### src/rtl/stopwatch_uart_ctrl.sv
// stopwatch_uart_ctrl
// Decodes single-byte ASCII commands from the UART receiver into stopwatch
// go/clr/up controls. It also streams an 8-byte "M:SS.T\r\n" report of the
// BCD digits into the UART TX FIFO. A report starts on request or on a
// periodic auto tick.
module stopwatch_uart_ctrl #(
  parameter int unsigned REPORT_DVSR = 0
) (
  input  logic       clk,
  input  logic       reset,
  input  logic       rx_done_tick,
  input  logic [7:0] rx_data,
  input  logic [3:0] d3,
  input  logic [3:0] d2,
  input  logic [3:0] d1,
  input  logic [3:0] d0,
  input  logic       tx_full,
  output logic       wr_uart,
  output logic [7:0] w_data,
  output logic       go,
  output logic       clr,
  output logic       up,
  output logic       busy
);

  typedef enum logic {S_IDLE, S_SEND} state_t;

  localparam logic [31:0] LP_LAST = (REPORT_DVSR == 0) ? 32'd0 : 32'(REPORT_DVSR - 1);

  state_t      r_state;
  logic [2:0]  r_idx;
  logic [3:0]  r_d3, r_d2, r_d1, r_d0;
  logic [7:0]  r_last;
  logic [31:0] r_cnt;
  logic        r_go, r_clr, r_up;

  logic [7:0]  w_cmd;
  logic        w_is_g, w_is_p, w_is_c, w_is_u, w_is_d, w_is_r;
  logic        w_auto_tick, w_req, w_busy, w_wr;
  logic [7:0]  w_byte;

  // Case-folding by setting bit 5 maps exactly 'X' and 'x' onto the same code
  assign w_cmd  = rx_data | 8'h20;
  assign w_is_g = rx_done_tick && (w_cmd == 8'h67);
  assign w_is_p = rx_done_tick && (w_cmd == 8'h70);
  assign w_is_c = rx_done_tick && (w_cmd == 8'h63);
  assign w_is_u = rx_done_tick && (w_cmd == 8'h75);
  assign w_is_d = rx_done_tick && (w_cmd == 8'h64);
  assign w_is_r = rx_done_tick && (w_cmd == 8'h72);

  assign w_auto_tick = (REPORT_DVSR != 0) && r_go && (r_cnt == LP_LAST);
  assign w_req       = w_is_r || w_auto_tick;

  // Stopwatch control registers; clear is a single-cycle pulse that also stops the watch
  always_ff @(posedge clk or posedge reset) begin
    if (reset) begin
      r_go  <= 1'b0;
      r_clr <= 1'b0;
      r_up  <= 1'b1;
    end else begin
      r_clr <= w_is_c;
      if (w_is_g) r_go <= 1'b1;
      if (w_is_p || w_is_c) r_go <= 1'b0;
      if (w_is_u) r_up <= 1'b1;
      if (w_is_d) r_up <= 1'b0;
    end
  end

  // Auto-report period counter: runs only while go is set, wraps at the period end
  always_ff @(posedge clk or posedge reset) begin
    if (reset) begin
      r_cnt <= '0;
    end else if (w_is_c) begin
      r_cnt <= '0;
    end else if (r_go) begin
      if (r_cnt == LP_LAST) r_cnt <= '0;
      else                  r_cnt <= r_cnt + 32'd1;
    end
  end

  // Report FSM: snapshot the digits on request, then emit one byte per non-full cycle
  always_ff @(posedge clk or posedge reset) begin
    if (reset) begin
      r_state <= S_IDLE;
      r_idx   <= '0;
      r_d3    <= '0;
      r_d2    <= '0;
      r_d1    <= '0;
      r_d0    <= '0;
      r_last  <= '0;
    end else begin
      case (r_state)
        S_IDLE: begin
          if (w_req) begin
            r_d3    <= d3;
            r_d2    <= d2;
            r_d1    <= d1;
            r_d0    <= d0;
            r_idx   <= '0;
            r_state <= S_SEND;
          end
        end
        S_SEND: begin
          if (!tx_full) begin
            r_last <= w_byte;
            r_idx  <= r_idx + 3'd1;
            if (r_idx == 3'd7) r_state <= S_IDLE;
          end
        end
        default: r_state <= S_IDLE;
      endcase
    end
  end

  // Report byte selected by the current index
  always_comb begin
    w_byte = 8'h00;
    case (r_idx)
      3'd0: w_byte = {4'h3, r_d3};
      3'd1: w_byte = 8'h3A;
      3'd2: w_byte = {4'h3, r_d2};
      3'd3: w_byte = {4'h3, r_d1};
      3'd4: w_byte = 8'h2E;
      3'd5: w_byte = {4'h3, r_d0};
      3'd6: w_byte = 8'h0D;
      3'd7: w_byte = 8'h0A;
      default: w_byte = 8'h00;
    endcase
  end

  // The write strobe depends on tx_full in the same cycle so that a byte can go out
  // on the first SEND cycle. w_data shows the last written byte whenever no write occurs.
  assign w_busy  = (r_state == S_SEND);
  assign w_wr    = w_busy && !tx_full;
  assign wr_uart = w_wr;
  assign w_data  = w_wr ? w_byte : r_last;
  assign busy    = w_busy;
  assign go      = r_go;
  assign clr     = r_clr;
  assign up      = r_up;

endmodule

### config.mk
export PLATFORM = sky130hd
export DESIGN_NAME = stopwatch_uart_ctrl
export DESIGN_NICKNAME = d
export VERILOG_FILES = /design/src/rtl/stopwatch_uart_ctrl.sv
export SDC_FILE = /design/constraint.sdc
export NUM_CORES = 1
export LEC_CHECK = 0
export CORE_AREA = 2 2 68 70
export DETAILED_ROUTE_END_ITERATION = 10
export DIE_AREA = 0 0 70 72
export GPL_TIMING_DRIVEN = 0
export PLACE_DENSITY_LB_ADDON = 0.3
export SLEW_MARGIN = 20
export SYNTH_ARGS = -nofsm -noshare
export SYNTH_HDL_FRONTEND = slang
export SYNTH_SLANG_ARGS = --single-unit
### constraint.sdc
create_clock -name clk -period 2.5 [get_ports clk]
set_clock_uncertainty 0.15 [all_clocks]
set_input_delay 0.5 -clock clk [delete_from_list [all_inputs] [get_ports clk]]
set_output_delay 0.5 -clock clk [all_outputs]
set_load 0.01 [all_outputs]
==> summary.txt <==
Average wire per standard cell -> 14.9 um
CTS Buffer Depth -> 2
Area share of the leading cell type in the synthesized netlist -> 48.8%
RSZ-0062 raised after global routing -> yes
Placed Cells incl. Taps -> 221
Antenna fix cells -> 0
PnR Total Power -> 1.81 mW
Mapped Area -> 1440 sq um
Period utilisation layout -> 101%
Worst flop-to-flop path startpoint -> r_idx[1]
Core Footprint -> 4260 sq um
Reg2Reg Capture Point -> r_last[1]
Post-synthesis share of cell area spent on xor and xnor gates -> 0%
Final design instance area without fill -> 2140 sq um
Worst path required time -> 1.85 ns
# Max-Cap Violations -> 0
Biggest area consumer among synthesized cells -> dfrtp_1
Gr usage total -> 14.6%
FF-to-FF setup slack -> 0.77 ns
Post-detail-place hpwl -> 2.37 mm
Element type at the critical path end -> output port
Combinational family with the most area after synthesis -> multiplexers
Number of primary I/O pins -> 41
Initial Utilization -> 33.7%
CTS clock-pin slew for the worst setup and hold paths -> 0.06 ns
Hold_buf cts -> 0
Total via count in the routed design -> 1164
Arrival @ worst endpoint -> 1.88 ns
Number of buffers created by CTS -> 5
Total Negative Setup Slacks -> -0.0853 ns
Share of post-route cells with drive strength above 1 -> 36.4%
Final instance count without filler cells -> 236
CTS sink cnt -> 29
Simple logic cell fraction of the synthesized area -> 12.8%
Gate Count Post-Synth -> 131
Number of cell instances on the worst register-to-register path -> 6
Clock insertion delay at the later pin of the skew report -> 0.28 ns
Die width -> 70 um
Via density per instance -> 4.93
Wire length of the first global-routing pass -> 5.69 mm
CTS root buf -> clkbuf_8
Worst Hold Class -> register to register
CTS H-tree depth -> 2
Worst setup path start -> r_idx[1]
Slew of the pin with the lowest slew margin -> 0.606 ns
Pin count of the biggest net entering global routing -> 30
Kind of start point of the critical path -> register
Final ANT Viol Nets -> 0
Initial DRC Count -> 71
Gp weighted congestion -> 0.811
Compound-cell area share of the yosys netlist -> 12.1%
TritonCTS clock tree -> yes
Leading post-synthesis cells by cell area -> dfrtp_1, mux2_2, ha_1
Lkg Pwr -> 0.968 nW
Number of buffers added on ports -> 37
Number of distinct library cell variants in the gate-level netlist after synthesis -> 33
Critical path capture point -> w_data[1]
Worst slack, placed -> -0.530 ns
Slew HR -> 59.5%
Number of optimization iterations in the first detailed-route pass -> 4
Min setup slack post-route -> -0.0308 ns
Finish-stage setup viols -> 3
Sequential element share of the synthesized area -> 50.7%
Maximum vdd ir drop -> 0.399 mV
Warnings, synthesis -> 0
Global-route congestion overflow total -> 0
Sum of routed wire length over all layers -> 3.51 mm
Largest fanout on the critical path -> 6
Area growth syn-to-layout -> 49.3%
Failing checks -> negative setup slack
Outcome -> complete, but fails checks
Number of slew-limit violations in the final report -> 0
Power density of the placed cells -> 846 nW/um^2
Final min period -> 2.53 ns
Average size of a mapped cell -> 11.0 sq um
Number of register bits inferred by synthesis -> 29
Peak Freq -> 395 MHz
Die height -> 72 um
Post-Synth Adder-Cell Area -> 5.23%
Full die area -> 5040 sq um
Final hold violation count -> 0
Portion of netlist area occupied by mux cells -> 13.5%
NumNets Final -> 217
Post-route DRC violation count -> 0
Number of global-route vias before repair -> 1191
Cell row count -> 24
Placed cell areas -> 1870 sq um
Number of antenna violations at the first check in global routing -> 0
Setup CP Type -> register to output port
timing repair:
action,in CTS,in global routing
resized for setup,54,13
buffers inserted,7,1
pin swaps,8,2
setup endpoints to repair,7,7
Yosys cell counts:
cell / number
dfrtp_1: 28
mux2_2: 15
o21ai_0: 14
nand2_1: 13
a21oi_1: 8
ha_1: 6
inv_1: 6
nand3_1: 5
a31oi_1: 3
nor2_1: 3
a211oi_1: 2
buf_2: 2
buf_4: 2
buf_6: 2
nand2b_1: 2
nand3b_1: 2
nor3_1: 2
a2111oi_0: 1
a22oi_1: 1
and3_1: 1
and3b_2: 1
and4bb_2: 1
clkbuf_1: 1
clkinv_1: 1
conb_1: 1
dfstp_2: 1
mux2_4: 1
mux2i_1: 1
nand4b_2: 1
nor3b_1: 1
o211ai_1: 1
o22ai_1: 1
or4b_1: 1
critical path: stages (launching register included):
cell and delay (ns):
dfrtp_2 0.46, ha_4 0.20, ha_4 0.17, a21oi_4 0.17, nand3b_1 0.16, a211oi_2 0.21, o21ai_2 0.08, buf_2 0.14
sequential cells by signal, summed over array words and instances, names as in the netlist:
signal and count:
busy 1, clr 1, go 1, r_d0 4
r_d1 4, r_d2 4, r_d3 4, r_idx 3
r_last 6, up 1
placed cells by master (no fill, tap or decap), types with 2 or more instances in the layout:
master	count
clkdlybuf4s50_1	30
dfrtp_1	26
mux2_2	15
nand2_1	12
buf_4	8
a21oi_1	7
o21ai_1	6
nand3_1	5
o21ai_0	5
ha_4	5
clkbuf_8	5
buf_2	5
buf_6	4
inv_1	4
nor2_1	3
o21ai_2	3
clkbuf_1	3
nand2b_1	2
a31oi_1	2
nand3b_1	2
a211oi_2	2
inv_2	2
conb_1	2
dfrtp_2	2
where the power goes:
part	total (mW)	internal (mW)	switching, mW
registers	0.627	0.560	0.0663
clock network	0.368	0.197	0.171
logic	0.818	0.406	0.411
total	1.81	1.16	0.648
kinds of logic after synthesis:
logic type	count (synthesis)
AND/OR/NAND/NOR	33
AO/OA/AOI/OAI	31
flip-flops	29
multiplexers	17
buffers and inverters	14
adder cells (fa/ha/maj)	6
other	1
worst min path at each step:
stage / from / to / slack (ns) / cells past startpoint
2_1_floorplan: r_d3[2] / r_d3[2] / 0.32 / 1
3_3_place_gp: r_last[5] / r_last[5] / 0.33 / 2
3_5_place_dp: r_last[5] / r_last[5] / 0.34 / 2
4_1_cts: r_last[5] / r_last[5] / 0.35 / 2
5_1_grt: r_last[1] / r_last[1] / 0.36 / 2
6_report: r_last[1] / r_last[1] / 0.32 / 2
metrics by stage:
step	util [%]	hold slack [ns]
floorplan	-	0.324
global placement	44.0	0.329
detailed placement	44.0	0.336
CTS	49.2	0.350
global route	50.2	0.363
finish	50.2	0.325
final cells by class:
| type | instances | area, sq um |
|---|---|---|
| well taps | 52 | 65.1 |
| multi-input cells | 89 | 764 |
| fillers | 374 | 2120 |
| inverters | 7 | 27.5 |
| repair buffers | 45 | 419 |
| plain buffers | 6 | 56.3 |
| clock buffers | 8 | 80.1 |
| flip-flops and latches | 29 | 729 |
metal layers:
metal	vias to the layer above	GRT usage, %	wire, um
met3	7	3.19	134
met4	0	10.3	102
met2	27	23.7	1780
met1	567	17.4	1490
li1	563	-	-
met5	-	0	0
(Power assumes the default switching activity.)
